[config.mk]
export PLATFORM = sky130hd
export DESIGN_NAME = asyn_fifo_read_stream
export DESIGN_NICKNAME = d
export VERILOG_FILES = /design/src/rtl/asyn_fifo_read_stream.sv
export SDC_FILE = /design/constraint.sdc
export NUM_CORES = 1
export LEC_CHECK = 0
export CAP_MARGIN = 15
export CORE_AREA = 5 5 116 118
export CTS_CLUSTER_SIZE = 16
export DETAILED_ROUTE_END_ITERATION = 12
export DIE_AREA = 0 0 121 123
export MAX_ROUTING_LAYER = met4
export PLACE_DENSITY = 0.76
export SETUP_SLACK_MARGIN = 0.4
export SLEW_MARGIN = 20
export SYNTH_ARGS = -nofsm -noshare
export SYNTH_HDL_FRONTEND = slang
export SYNTH_SLANG_ARGS = --single-unit
[constraint.sdc]
create_clock -name r_clk -period 5.79 [get_ports r_clk]
set_input_delay 1.4475 -clock r_clk [delete_from_list [all_inputs] [get_ports r_clk]]
set_output_delay 1.4475 -clock r_clk [all_outputs]
set_load 0.01 [all_outputs]
[src/rtl/asyn_fifo_read_stream.sv]
// Read side of the dual-clock FIFO: write-pointer synchronizer, mirrored Gray read
// pointer for arbitrary depth, RAM read issue and a 2-entry prefetch buffer.
module asyn_fifo_read_stream #(
  parameter int ADDRWIDTH  = 6,
  parameter int FIFODEPTH  = 44,
  parameter int DATAWIDTH  = 32,
  parameter int SYNCSTAGES = 2,
  parameter int AE_THRESH  = 4
) (
  input  logic                 r_clk,
  input  logic                 r_rst_n,
  input  logic [ADDRWIDTH:0]   w2r_ptr_async,
  output logic [ADDRWIDTH:0]   rptr,
  output logic [ADDRWIDTH-1:0] mem_addr,
  output logic                 mem_ren,
  input  logic [DATAWIDTH-1:0] mem_rdata,
  output logic [DATAWIDTH-1:0] r_data,
  output logic                 r_valid,
  input  logic                 r_ready,
  output logic [ADDRWIDTH:0]   r_count,
  output logic                 r_almost_empty,
  output logic                 r_error,
  input  logic                 r_err_clr
);

  localparam int PW = ADDRWIDTH + 1;
  localparam logic [PW-1:0] MINBIN2  = PW'(2**ADDRWIDTH - FIFODEPTH);
  localparam logic [PW-1:0] MAXBIN2  = PW'(2**ADDRWIDTH + FIFODEPTH - 1);
  localparam logic [PW-1:0] HALF     = PW'(2**ADDRWIDTH);
  localparam logic [PW-1:0] TWO_MIN  = PW'(2 * (2**ADDRWIDTH - FIFODEPTH));
  localparam logic [PW-1:0] DEPTH_P  = PW'(FIFODEPTH);
  localparam logic [PW-1:0] RST_GRAY = MINBIN2 ^ (MINBIN2 >> 1);
  localparam logic [PW+1:0] AE_LIM   = (PW+2)'(AE_THRESH);

  typedef enum logic [1:0] {
    ST_EMPTY = 2'd0,
    ST_ONE   = 2'd1,
    ST_TWO   = 2'd2
  } buf_state_e;

  function automatic logic [PW-1:0] bin2gray(input logic [PW-1:0] b);
    return b ^ (b >> 1);
  endfunction

  function automatic logic [PW-1:0] gray2bin(input logic [PW-1:0] g);
    logic [PW-1:0] b;
    b[PW-1] = g[PW-1];
    for (int i = PW - 2; i >= 0; i--) begin
      b[i] = b[i+1] ^ g[i];
    end
    return b;
  endfunction

  // Upper mirror maps straight onto the RAM; lower half is offset by MINBIN2.
  function automatic logic [ADDRWIDTH-1:0] addr_of(input logic [PW-1:0] b);
    logic [PW-1:0] a;
    if (b >= HALF) begin
      a = b - HALF;
    end else begin
      a = b - MINBIN2;
    end
    return a[ADDRWIDTH-1:0];
  endfunction

  logic [PW-1:0]        sync_q [SYNCSTAGES];
  logic [PW-1:0]        wbin2_s;
  logic [PW-1:0]        avail_s;
  logic [PW-1:0]        rbin2_q;
  logic [PW-1:0]        rbnext_s;
  logic [PW-1:0]        rptr_q;
  logic [ADDRWIDTH-1:0] mem_addr_q;
  logic                 inflight_q;
  buf_state_e           state_q, state_d;
  logic [DATAWIDTH-1:0] buf0_q, buf0_d;
  logic [DATAWIDTH-1:0] buf1_q, buf1_d;
  logic                 valid_q;
  logic [PW-1:0]        count_q;
  logic                 ae_q, ae_d;
  logic                 err_q, err_d;
  logic                 push_s, pop_s, ren_s;
  logic [1:0]           buf_cnt_s, buf_cnt_d_s;
  logic [2:0]           credit_s;

  // Write-pointer synchronizer; resets to the empty-FIFO pointer so avail is 0 out of reset.
  always_ff @(posedge r_clk or negedge r_rst_n) begin
    if (!r_rst_n) begin
      for (int i = 0; i < SYNCSTAGES; i++) begin
        sync_q[i] <= RST_GRAY;
      end
    end else begin
      sync_q[0] <= w2r_ptr_async;
      for (int i = 1; i < SYNCSTAGES; i++) begin
        sync_q[i] <= sync_q[i-1];
      end
    end
  end

  // Occupancy modulo 2*FIFODEPTH and the next read pointer.
  always_comb begin
    wbin2_s = gray2bin(sync_q[SYNCSTAGES-1]);
    avail_s = wbin2_s - rbin2_q;
    if (wbin2_s < rbin2_q) begin
      avail_s = avail_s - TWO_MIN;
    end else begin
      avail_s = avail_s;
    end
    if (rbin2_q == MAXBIN2) begin
      rbnext_s = MINBIN2;
    end else begin
      rbnext_s = rbin2_q + PW'(1);
    end
  end

  // Read issue: credit covers the buffer slots free after this cycle's pop.
  always_comb begin
    case (state_q)
      ST_EMPTY: buf_cnt_s = 2'd0;
      ST_ONE:   buf_cnt_s = 2'd1;
      ST_TWO:   buf_cnt_s = 2'd2;
      default:  buf_cnt_s = 2'd0;
    endcase
    push_s   = inflight_q;
    pop_s    = valid_q && r_ready;
    credit_s = 3'd2 - {1'b0, buf_cnt_s} - {2'b00, inflight_q} + {2'b00, pop_s};
    ren_s    = r_rst_n && (avail_s != {PW{1'b0}}) && (credit_s != 3'd0);
  end

  // Output buffer next state: buf0 is the head, buf1 the tail when two are held.
  always_comb begin
    state_d = state_q;
    buf0_d  = buf0_q;
    buf1_d  = buf1_q;
    case (state_q)
      ST_EMPTY: begin
        if (push_s) begin
          buf0_d  = mem_rdata;
          state_d = ST_ONE;
        end else begin
          state_d = ST_EMPTY;
        end
      end
      ST_ONE: begin
        if (push_s && pop_s) begin
          buf0_d = mem_rdata;
        end else if (push_s) begin
          buf1_d  = mem_rdata;
          state_d = ST_TWO;
        end else if (pop_s) begin
          state_d = ST_EMPTY;
        end else begin
          state_d = ST_ONE;
        end
      end
      ST_TWO: begin
        if (push_s && pop_s) begin
          buf0_d = buf1_q;
          buf1_d = mem_rdata;
        end else if (pop_s) begin
          buf0_d  = buf1_q;
          state_d = ST_ONE;
        end else begin
          state_d = ST_TWO;
        end
      end
      default: state_d = ST_EMPTY;
    endcase
  end

  // Status next values; almost-empty counts everything still owed to the consumer.
  always_comb begin
    case (state_d)
      ST_EMPTY: buf_cnt_d_s = 2'd0;
      ST_ONE:   buf_cnt_d_s = 2'd1;
      ST_TWO:   buf_cnt_d_s = 2'd2;
      default:  buf_cnt_d_s = 2'd0;
    endcase
    ae_d = (({2'b00, avail_s} + {{PW{1'b0}}, buf_cnt_d_s}) <= AE_LIM);
    if (avail_s > DEPTH_P) begin
      err_d = 1'b1;
    end else if (r_err_clr) begin
      err_d = 1'b0;
    end else begin
      err_d = err_q;
    end
  end

  // Pointer, buffer and status registers.
  always_ff @(posedge r_clk or negedge r_rst_n) begin
    if (!r_rst_n) begin
      rbin2_q    <= MINBIN2;
      rptr_q     <= RST_GRAY;
      mem_addr_q <= {ADDRWIDTH{1'b0}};
      inflight_q <= 1'b0;
      state_q    <= ST_EMPTY;
      buf0_q     <= {DATAWIDTH{1'b0}};
      buf1_q     <= {DATAWIDTH{1'b0}};
      valid_q    <= 1'b0;
      count_q    <= {PW{1'b0}};
      ae_q       <= 1'b1;
      err_q      <= 1'b0;
    end else begin
      if (ren_s) begin
        rbin2_q    <= rbnext_s;
        rptr_q     <= bin2gray(rbnext_s);
        mem_addr_q <= addr_of(rbnext_s);
      end
      inflight_q <= ren_s;
      state_q    <= state_d;
      buf0_q     <= buf0_d;
      buf1_q     <= buf1_d;
      valid_q    <= (state_d != ST_EMPTY);
      count_q    <= avail_s - {{(PW-1){1'b0}}, ren_s};
      ae_q       <= ae_d;
      err_q      <= err_d;
    end
  end

  assign rptr           = rptr_q;
  assign mem_addr       = mem_addr_q;
  assign mem_ren        = ren_s;
  assign r_data         = buf0_q;
  assign r_valid        = valid_q;
  assign r_count        = count_q;
  assign r_almost_empty = ae_q;
  assign r_error        = err_q;

endmodule

==> flow_metrics.py, run 1 <==
metrics = {
    "die": {
        "num_rows": 41,
        "die-area_mm2": 0.0149,
        "io_pins": 99,
        "die_y_um": 123,
        "start_util": 0.434,
        "die_w_um": 121,
        "design.core.area_mm2": 0.0124,
    },
    "critical_path": {
        "crit_path_start_kind": "flip-flop",
        "cp_slowest_stage_delay_ns": 0.41,
        "cpLargestDelayFamily": "XOR/XNOR gates",
        "cp-end-kind": "output pin",
        "cp.required_ns": 4.34,
        "crit_chain": "xor2_2, xnor2_2, xor2_2, xor2_2, xor2_2, buf_4, buf_6, buf_6, inv_1, ha_1, nand3b_1, nand3b_1, nand2b_4, ha_4, nand2_2, nor4bb_2, a41o_1, nand2_4, o31ai_4, inv_2, buf_6",
        "cp.arrival_ns": 4.28,
        "critPathKind": "reg -> out",
        "slowest_stage": "dfrtp_1",
        "path_max_fanout": 4,
        "critPathMostFrequentCell": "xor2_2",
        "cp_num_buf_inv": 6,
    },
    "clocking": {
        "clockRootBuffer": "clkbuf_16",
        "htreeDepth": 3,
        "cts_tree": "yes",
        "clkTransAtPathRegs_ns": 0.07,
        "cts_buffers": 9,
        "clk_latency_ns": 0.35,
        "clock-sinks": 108,
        "holdBufCountCts": 0,
        "ctsLongestPathBuffers": 2,
    },
    "sta": {
        "rsz0062_at_grt": "yes",
        "slew_headroom": 0.359,
        "fmax_mhz": 175,
        "finalCriticalPeriod_ns": 5.72,
        "finalMaxSlewViolations": 0,
        "setup_ws_ns": 0.0660,
        "period_share": 0.989,
        "tightestPinTransition_ns": 0.960,
        "finalHoldViolCount": 0,
        "clock_skew_ns": 0.00719,
        "finalSetupViolCount": 0,
    },
    "synthesis": {
        "syn_inst": 466,
        "ys_top_cells_by_area": "dfrtp_1, mux2_2, dfstp_2",
        "synth_top_area_cell": "dfrtp_1",
        "yosysMostFrequentCell": "dfrtp_1",
        "synth_flop_cell": "dfrtp_1",
        "synth.top_cell.area_share": 0.434,
        "syn_nets": 532,
        "ys.warnings.count": 0,
        "synth-seq-area-share": 0.508,
        "synth-edff-count": 0,
        "async_flop_share": 1.00,
        "syn_avg_cell_area_um2": 11.5,
        "synth_area_mm2": 0.00536,
        "ys_types": 50,
        "ys_seq_elements": 108,
        "synth_common_cells": "dfrtp_1, nand2_1, mux2_2, o21ai_0, mux2i_1",
    },
    "detailed_routing": {
        "route.vias.total": 3806,
        "remaining_drc_errors": 0,
        "via_per_inst": 5.03,
        "finalWirelength_um": 11800,
        "firstDrtPassIters": 4,
        "route.detailed.wl_per_inst_um": 15.7,
        "drtIter0Drc": 265,
        "ant_nets": 0,
    },
    "final_layout": {
        "antenna_cells": 0,
        "drive_gt1_frac": 0.231,
        "nets": 645,
        "fin_cells": 756,
        "fill_cells": 1061,
        "area_delta_synth_final_pct": 32.7,
        "finish.utilization": 0.576,
    },
    "power": {
        "power_density_mw_per_mm2": 692,
        "power.total_mw": 4.93,
        "vdd_ir_drop_max_mv": 0.296,
        "total_leakage_power_nw": 3.08,
    },
    "run_status": {
        "status": "finished, final reports clean",
    },
    "run": {
        "cap_violations": 0,
    },
    "global_routing": {
        "grt_pass1_wl_um": 19600,
        "grt_antenna_before_repair": 0,
        "grt_pass1_vias": 4049,
        "overflow": 0,
        "grt_max_degree": 68,
        "grt_use_total": 0.171,
    },
    "place": {
        "io_buffers": 98,
        "place.detailed.hpwl_um": 8510,
        "dp_cells": 725,
        "dp_slack_ns": -0.210,
        "place.gp.congestion": 0.892,
    },
    "min_path": {
        "min_path_type": "reg -> reg",
    },
}
power by group:
part           internal, mW  switching [mW]  total, mW
registers              1.13           0.210       1.34
logic                  1.54            1.45       2.98
clock network         0.303           0.299      0.602
total                  2.97            1.95       4.93
worst reg2reg max path, cell delays in order (launching register included):
cell and delay (ns):
dfrtp_1 0.41, xor2_2 0.20, xnor2_2 0.25, xor2_2 0.25, xor2_2 0.24, xor2_2 0.19
buf_4 0.14, buf_6 0.08, buf_6 0.09, inv_1 0.04, ha_1 0.26, nand3b_1 0.16
nand3b_1 0.24, nand2b_4 0.10, ha_4 0.27, nand2_2 0.05, nor4bb_2 0.30, a41o_1 0.21
nand2_4 0.07, o31ai_4 0.19, inv_2 0.07, buf_4 0.13, buf_4 0.14, ha_1 0.26
ha_1 0.25, nand3_1 0.10, xor2_1 0.16
placed cells by master (no fill, tap or decap), types with 9 or more instances in the layout:
master,count
dfstp_2,15
xnor2_1,12
nor2_1,10
ha_1,18
dfrtp_1,93
clkdlybuf4s50_1,96
o21ai_0,42
buf_4,22
clkbuf_16,9
nand2_1,44
mux2i_1,37
mux2_2,41
nand3_1,9
inv_1,29
cells by family after synthesis:
kind of cell             count (synthesis)  share of synthesized area
XOR/XNOR                                27                     0.0469
flip-flops                             108                      0.508
AND/OR/NAND/NOR                         96                     0.0847
buffers and inverters                   51                     0.0408
AO/OA/AOI/OAI                           77                     0.0906
multiplexers                            84                      0.171
adder cells (fa/ha/maj)                 23                     0.0579
stage by stage:
stage          hold WS (ns)  cell area, µm²  TNS [ns]
5_1_grt               0.366            7120    -0.188
6_report              0.359            7120         0
3_3_place_gp          0.333            6550         0
4_1_cts               0.362            7060         0
3_5_place_dp          0.345            6600    -0.210
2_1_floorplan         0.331            5380         0
state kept, by name, indices dropped and copies added, names as in the netlist:
name            count
inflight_q          1
state_q             2
mem_addr            4
rbin2_q             7
r_valid             1
r_count             7
sync_q             14
buf1_q             32
r_error             1
r_data             32
rptr                6
r_almost_empty      1
routing by layer:
metal  wire, µm  global-route usage
met5          0                   -
met1       5110               0.210
met2       5900               0.279
met3        623              0.0494
met4        216              0.0475
area by class of cell:
cell class | count | area [µm²] | share of cell area
flip-flops and latches | 108 | 2720 | 0.382
multi-input cells | 307 | 2560 | 0.360
repair buffers | 123 | 1210 | 0.171
clock buffers | 9 | 225 | 0.0317
well taps | 172 | 215 | 0.0302
inverters | 30 | 113 | 0.0158
clock inverters | 7 | 66.3 | 0.00932
repair_timing:
| action | CTS | global route |
|---|---|---|
| setup buffers | 12 | 3 |
| setup endpoints to repair | 1 | 1 |
| resized for setup | 17 | 8 |
| pin swaps | 14 | 13 |
| endpoints found under the hold margin | 0 | 0 |
worst paths after layout:
| path | end | cells past startpoint | startpoint | slack [ns] |
|---|---|---|---|---|
| hold reg to reg | sync_q[1] | 0 | sync_q[8] | 0.36 |
| max in group asynchronous | state_q[0] | 2 | r_rst_n | 3.46 |
| setup / recovery | mem_ren | 21 | sync_q[6] | 0.07 |
| min in group asynchronous | mem_addr[2] | 1 | r_rst_n | 1.08 |
| hold / removal | sync_q[1] | 0 | sync_q[8] | 0.36 |
| setup reg to reg | r_count[4] | 26 | sync_q[6] | 0.87 |
Note: power is estimated with default switching activity, not from simulation.
==> inputs of run 2 (changes only) <==
Settings changed: CORE_AREA 5 5 116 118 to 5 5 137 100, DIE_AREA 0 0 121 123 to 0 0 142 105.
==> flow_metrics.py, run 2 (synthesis gave the netlist of run 1 again) <==
metrics = {
    "global_routing": {
        "grt_use_met1": 0.218,
        "grt.busiest_layer": "met2",
        "grt_util_met3": 0.0329,
        "grt_antenna_before_repair": 0,
        "grt_max_degree": 73,
        "grt_use_total": 0.164,
        "grt_pass1_vias": 3882,
        "overflow": 0,
        "grt_util_met2": 0.263,
        "grt_pass1_wl_um": 19500,
    },
    "clocking": {
        "holdBufCountCts": 0,
        "clkTransAtPathRegs_ns": 0.08,
        "ctsLongestPathBuffers": 2,
        "clock-sinks": 108,
        "htreeDepth": 3,
        "clk_latency_ns": 0.34,
        "cts_buffers": 9,
        "cts_tree": "yes",
        "clockRootBuffer": "clkbuf_16",
    },
    "die": {
        "die-area_mm2": 0.0149,
        "die_w_um": 142,
        "design.core.area_mm2": 0.0122,
        "num_rows": 34,
        "start_util": 0.441,
        "io_pins": 99,
        "die_y_um": 105,
    },
    "critical_path": {
        "slowest_stage": "dfrtp_1",
        "path_max_fanout": 3,
        "cp-end-kind": "output pin",
        "critPathMostFrequentCell": "xor2_2",
        "critPathKind": "reg -> out",
        "cp_slowest_stage_delay_ns": 0.42,
        "crit_path_start_kind": "flip-flop",
        "cp.required_ns": 4.34,
        "cp.arrival_ns": 4.20,
        "crit_chain": "xor2_2, xnor2_2, xor2_2, xor2_2, xor2_1, xor2_1, ha_2, fa_2, nand2b_4, a21boi_4, xnor2_2, ha_4, nand2_2, nor4bb_2, a41o_1, nand2_2, o31ai_4, inv_2, buf_6",
    },
    "sta": {
        "finalMaxSlewViolations": 0,
        "slew_headroom": 0.363,
        "finalHoldViolCount": 0,
        "tightestPinTransition_ns": 0.953,
        "rsz0062_at_grt": "yes",
        "clock_skew_ns": 0.0121,
        "fmax_mhz": 177,
        "finalCriticalPeriod_ns": 5.65,
        "finalSetupViolCount": 0,
        "period_share": 0.975,
    },
    "place": {
        "io_buffers": 98,
        "place.gp.congestion": 0.886,
        "dp_cells": 714,
        "place.detailed.hpwl_um": 8540,
    },
    "run": {
        "cap_violations": 0,
    },
    "final_layout": {
        "nets": 637,
        "final_common_cell": "clkdlybuf4s50_1",
        "area_delta_synth_final_pct": 31.2,
        "drive_gt1_frac": 0.215,
        "fin_cells": 738,
        "final_cell_mix": "clkdlybuf4s50_1, dfrtp_1, nand2_1, o21ai_0, mux2_2",
        "finish.utilization": 0.578,
        "antenna_cells": 0,
    },
    "detailed_routing": {
        "remaining_drc_errors": 0,
        "ant_nets": 0,
        "drtIter0Drc": 147,
        "finalWirelength_um": 11600,
        "firstDrtPassIters": 4,
        "route.detailed.wl_per_inst_um": 15.7,
        "via_per_inst": 5.07,
        "route.vias.total": 3739,
    },
    "min_path": {
        "min_path_type": "reg -> reg",
    },
    "power": {
        "power.total_mw": 4.90,
        "total_leakage_power_nw": 3.03,
        "power_density_mw_per_mm2": 697,
        "vdd_ir_drop_max_mv": 0.247,
    },
    "run_status": {
        "status": "finished, final reports clean",
    },
}
-- run 2: cell count changes in the layout (fill, tap and decap cells not counted), sizes merged --
cell / delta
buf: -8
bufinv: +2
inv: -2
-- run 2: path summary, 6_finish.rpt --
kind	start	end	slack, ns	cells after the start
min reg2reg	sync_q[7]	sync_q[0]	0.35	0
min in group asynchronous	r_rst_n	mem_addr[3]	1.06	1
max reg2reg	sync_q[6]	r_count[4]	1.14	23
min	sync_q[7]	sync_q[0]	0.35	0
max	sync_q[6]	mem_ren	0.14	19
max in group asynchronous	r_rst_n	r_data[28]	3.46	2
-- run 2: metrics by stage --
step / area (µm²) / setup slack, ns / setup TNS [ns] / hold WS [ns]
after floorplan: 5380 / 0.200 / 0 / 0.331
after global placement: 6540 / 0.0937 / 0 / 0.341
after detailed placement: 6560 / -0.0602 / -0.0602 / 0.340
after CTS: 6990 / 0.0972 / 0 / 0.357
after global routing: 7030 / -0.119 / -0.119 / 0.363
final: 7030 / 0.144 / 0 / 0.351
-- run 2: cell type report --
class	count	area [µm²]
fillers	1033	5130
well taps	162	203
flip-flops and latches	108	2720
clock inverters	7	108
inverters	30	113
repair buffers	115	1130
clock buffers	9	225
multi-input cells	307	2540
-- run 2: critical path, delay by kind of cell, from the launching register on --
| kind | cells | cell delay, ns |
|---|---|---|
| AND/OR/NAND/NOR | 4 | 0.57 |
| XOR/XNOR | 7 | 1.23 |
| AO/OA/AOI/OAI | 3 | 0.61 |
| flip-flops | 1 | 0.42 |
| buffers and inverters | 2 | 0.19 |
| adder cells (fa/ha/maj) | 3 | 0.83 |
-- run 2: timing repair --
item	4_1_cts	5_1_grt
pin swaps	12	2
setup buffers	7	1
setup endpoints to repair	1	1
gates resized for setup	12	6
-- run 2: metal layers --
layer,wire length (µm),part of all wire
met5,0,0
met4,65,0.0056
met3,431,0.037
met2,5670,0.49
met1,5440,0.47
-- run 2: where the power goes --
part | internal, mW | switching, mW | total (mW)
registers | 1.13 | 0.207 | 1.34
clock network | 0.386 | 0.287 | 0.674
logic | 1.48 | 1.41 | 2.89
==> inputs of run 3 (changes only) <==
Settings changed: ABC_AREA from default to 1, REMOVE_ABC_BUFFERS from default to 1.
==> flow_metrics.py, run 3 <==
metrics = {
    "run_status": {
        "status": "finished, final reports clean",
    },
    "sta": {
        "finalCriticalPeriod_ns": 5.18,
        "finalHoldViolCount": 0,
        "slew_headroom": 0.484,
        "finalSetupViolCount": 0,
        "finalMaxSlewViolations": 0,
        "rsz0062_at_grt": "no",
        "tightestPinTransition_ns": 0.774,
        "clock_skew_ns": 0.00848,
        "period_share": 0.895,
        "holdWs_ns": 0.352,
        "fmax_mhz": 193,
        "tns_ns": 0,
    },
    "final_layout": {
        "fin_cells": 859,
        "antenna_cells": 0,
        "fin_area_mm2": 0.00688,
        "drive_gt1_frac": 0.161,
        "final_cell_mix": "nand2_1, clkdlybuf4s50_1, dfrtp_1, inv_1, nor2_1",
        "final_common_cell": "nand2_1",
        "area_delta_synth_final_pct": 28.5,
        "nets": 758,
    },
    "synthesis": {
        "ys_top_cells_by_area": "dfrtp_1, nand2_1, dfstp_2",
        "synth-seq-area-share": 0.509,
        "synth_area_mm2": 0.00535,
        "synth_flop_cell": "dfrtp_1",
        "syn_inst": 590,
        "synth.top_cell.area_share": 0.435,
        "ys.warnings.count": 0,
        "synth_top_area_cell": "dfrtp_1",
        "syn_avg_cell_area_um2": 9.07,
        "ys_seq_elements": 108,
        "ys_types": 32,
        "synth-edff-count": 0,
        "async_flop_share": 1.00,
        "yosysMostFrequentCell": "nand2_1",
        "synth_common_cells": "nand2_1, dfrtp_1, inv_1",
    },
    "detailed_routing": {
        "route.vias.total": 4234,
        "remaining_drc_errors": 0,
        "firstDrtPassIters": 4,
        "drtIter0Drc": 171,
        "ant_nets": 0,
        "route.detailed.wl_per_inst_um": 14.2,
        "finalWirelength_um": 12200,
        "via_per_inst": 4.93,
    },
    "clocking": {
        "cts_tree": "yes",
        "clock-sinks": 108,
        "clockRootBuffer": "clkbuf_16",
        "clkTransAtPathRegs_ns": 0.08,
        "ctsLongestPathBuffers": 2,
        "cts_buffers": 9,
        "htreeDepth": 3,
        "clk_latency_ns": 0.34,
    },
    "place": {
        "place.detailed.hpwl_um": 8730,
        "placed_cell_area_mm2": 0.00648,
        "place.gp.congestion": 0.910,
        "dp_cells": 835,
        "io_buffers": 98,
    },
    "critical_path": {
        "cp-end-kind": "output pin",
        "cp_num_buf_inv": 5,
        "cp.required_ns": 4.34,
        "cpLargestDelayFamily": "simple AND/OR/NAND/NOR gates",
        "cp_slowest_stage_delay_ns": 0.40,
        "cp.arrival_ns": 3.73,
        "crit_path_start_kind": "flip-flop",
        "slowest_stage": "dfrtp_1",
        "path_max_fanout": 3,
        "critPathKind": "reg -> out",
    },
    "die": {
        "die_y_um": 105,
        "num_rows": 34,
        "design.core.area_mm2": 0.0122,
        "start_util": 0.440,
        "io_pins": 99,
        "die-area_mm2": 0.0149,
        "die_w_um": 142,
    },
    "power": {
        "total_leakage_power_nw": 3.23,
        "power.total_mw": 4.00,
        "vdd_ir_drop_max_mv": 0.562,
        "power_density_mw_per_mm2": 582,
    },
    "global_routing": {
        "grt_pass1_vias": 4288,
        "grt_pass1_wl_um": 20600,
        "grt_antenna_before_repair": 0,
        "overflow": 0,
        "grt_use_total": 0.174,
        "grt_max_degree": 65,
    },
    "min_path": {
        "min_path_type": "reg -> reg",
    },
    "run": {
        "cap_violations": 0,
    },
}
run 3: changes by cell type in the layout (fill, tap and decap cells not counted), moves of 7 or more:
cell	before	now
a31oi_1	3	32
nand3_1	9	35
xnor2_1	12	1
nand2_2	2	9
mux2i_1	37	0
nand2b_1	8	0
inv_1	29	57
nand2_1	44	160
o21ai_0	42	6
nor2_1	10	50
mux2_2	41	32
run 3: cell families after synthesis:
family	share of synthesized area
AND/OR/NAND/NOR	0.212
flip-flops	0.509
buffers and inverters	0.0655
AO/OA/AOI/OAI	0.0624
multiplexers	0.0673
adder cells (fa/ha/maj)	0.0580
XOR/XNOR	0.0262
run 3: layout make-up:
class                           count  area [µm²]
Clock buffer                       10         229
Fill cell                        1072        5290
Inverter                           63         236
Sequential cell                   108        2720
Timing Repair Buffer              113        1090
Clock inverter                      6        50.0
Multi-Input combinational cell    397        2350
Tap cell                          162         203
run 3: metrics by stage:
step / util / setup WS, ns
after floorplan: - / 0.912
after global placement: 0.532 / 0.485
after detailed placement: 0.532 / 0.375
after CTS: 0.559 / 0.401
after global routing: 0.565 / 0.354
final: 0.565 / 0.610
run 3: final timing paths:
path / from / endpoint / slack (ns) / cells after the start
worst max-delay path: sync_q[5] / mem_ren / 0.61 / 26
worst min-delay path: sync_q[13] / sync_q[6] / 0.35 / 0
worst max register to register: sync_q[5] / r_count[4] / 1.70 / 30
worst min register to register: sync_q[13] / sync_q[6] / 0.35 / 0
max in group asynchronous: r_rst_n / buf1_q[16] / 3.37 / 3
min in group asynchronous: r_rst_n / rptr[5] / 1.21 / 2
run 3: repair_timing:
item / in CTS / in global routing
buffers inserted: 3 / 5
cloned: 0 / 0
pin swaps: 5 / 12
setup endpoints to repair: 1 / 1
resized for setup: 7 / 12
hold buffers: 0 / 0
run 3: where the power goes:
group	internal, mW	switching [mW]	total (mW)
registers	1.10	0.184	1.29
clock network	0.298	0.286	0.584
logic	0.983	1.15	2.13
run 3: metal layers:
| layer | routed length, µm | GRT usage |
|---|---|---|
| met1 | 5880 | 0.234 |
| met2 | 5670 | 0.272 |
| met3 | 514 | 0.0333 |
| met4 | 146 | 0.0473 |
| met5 | 0 | - |
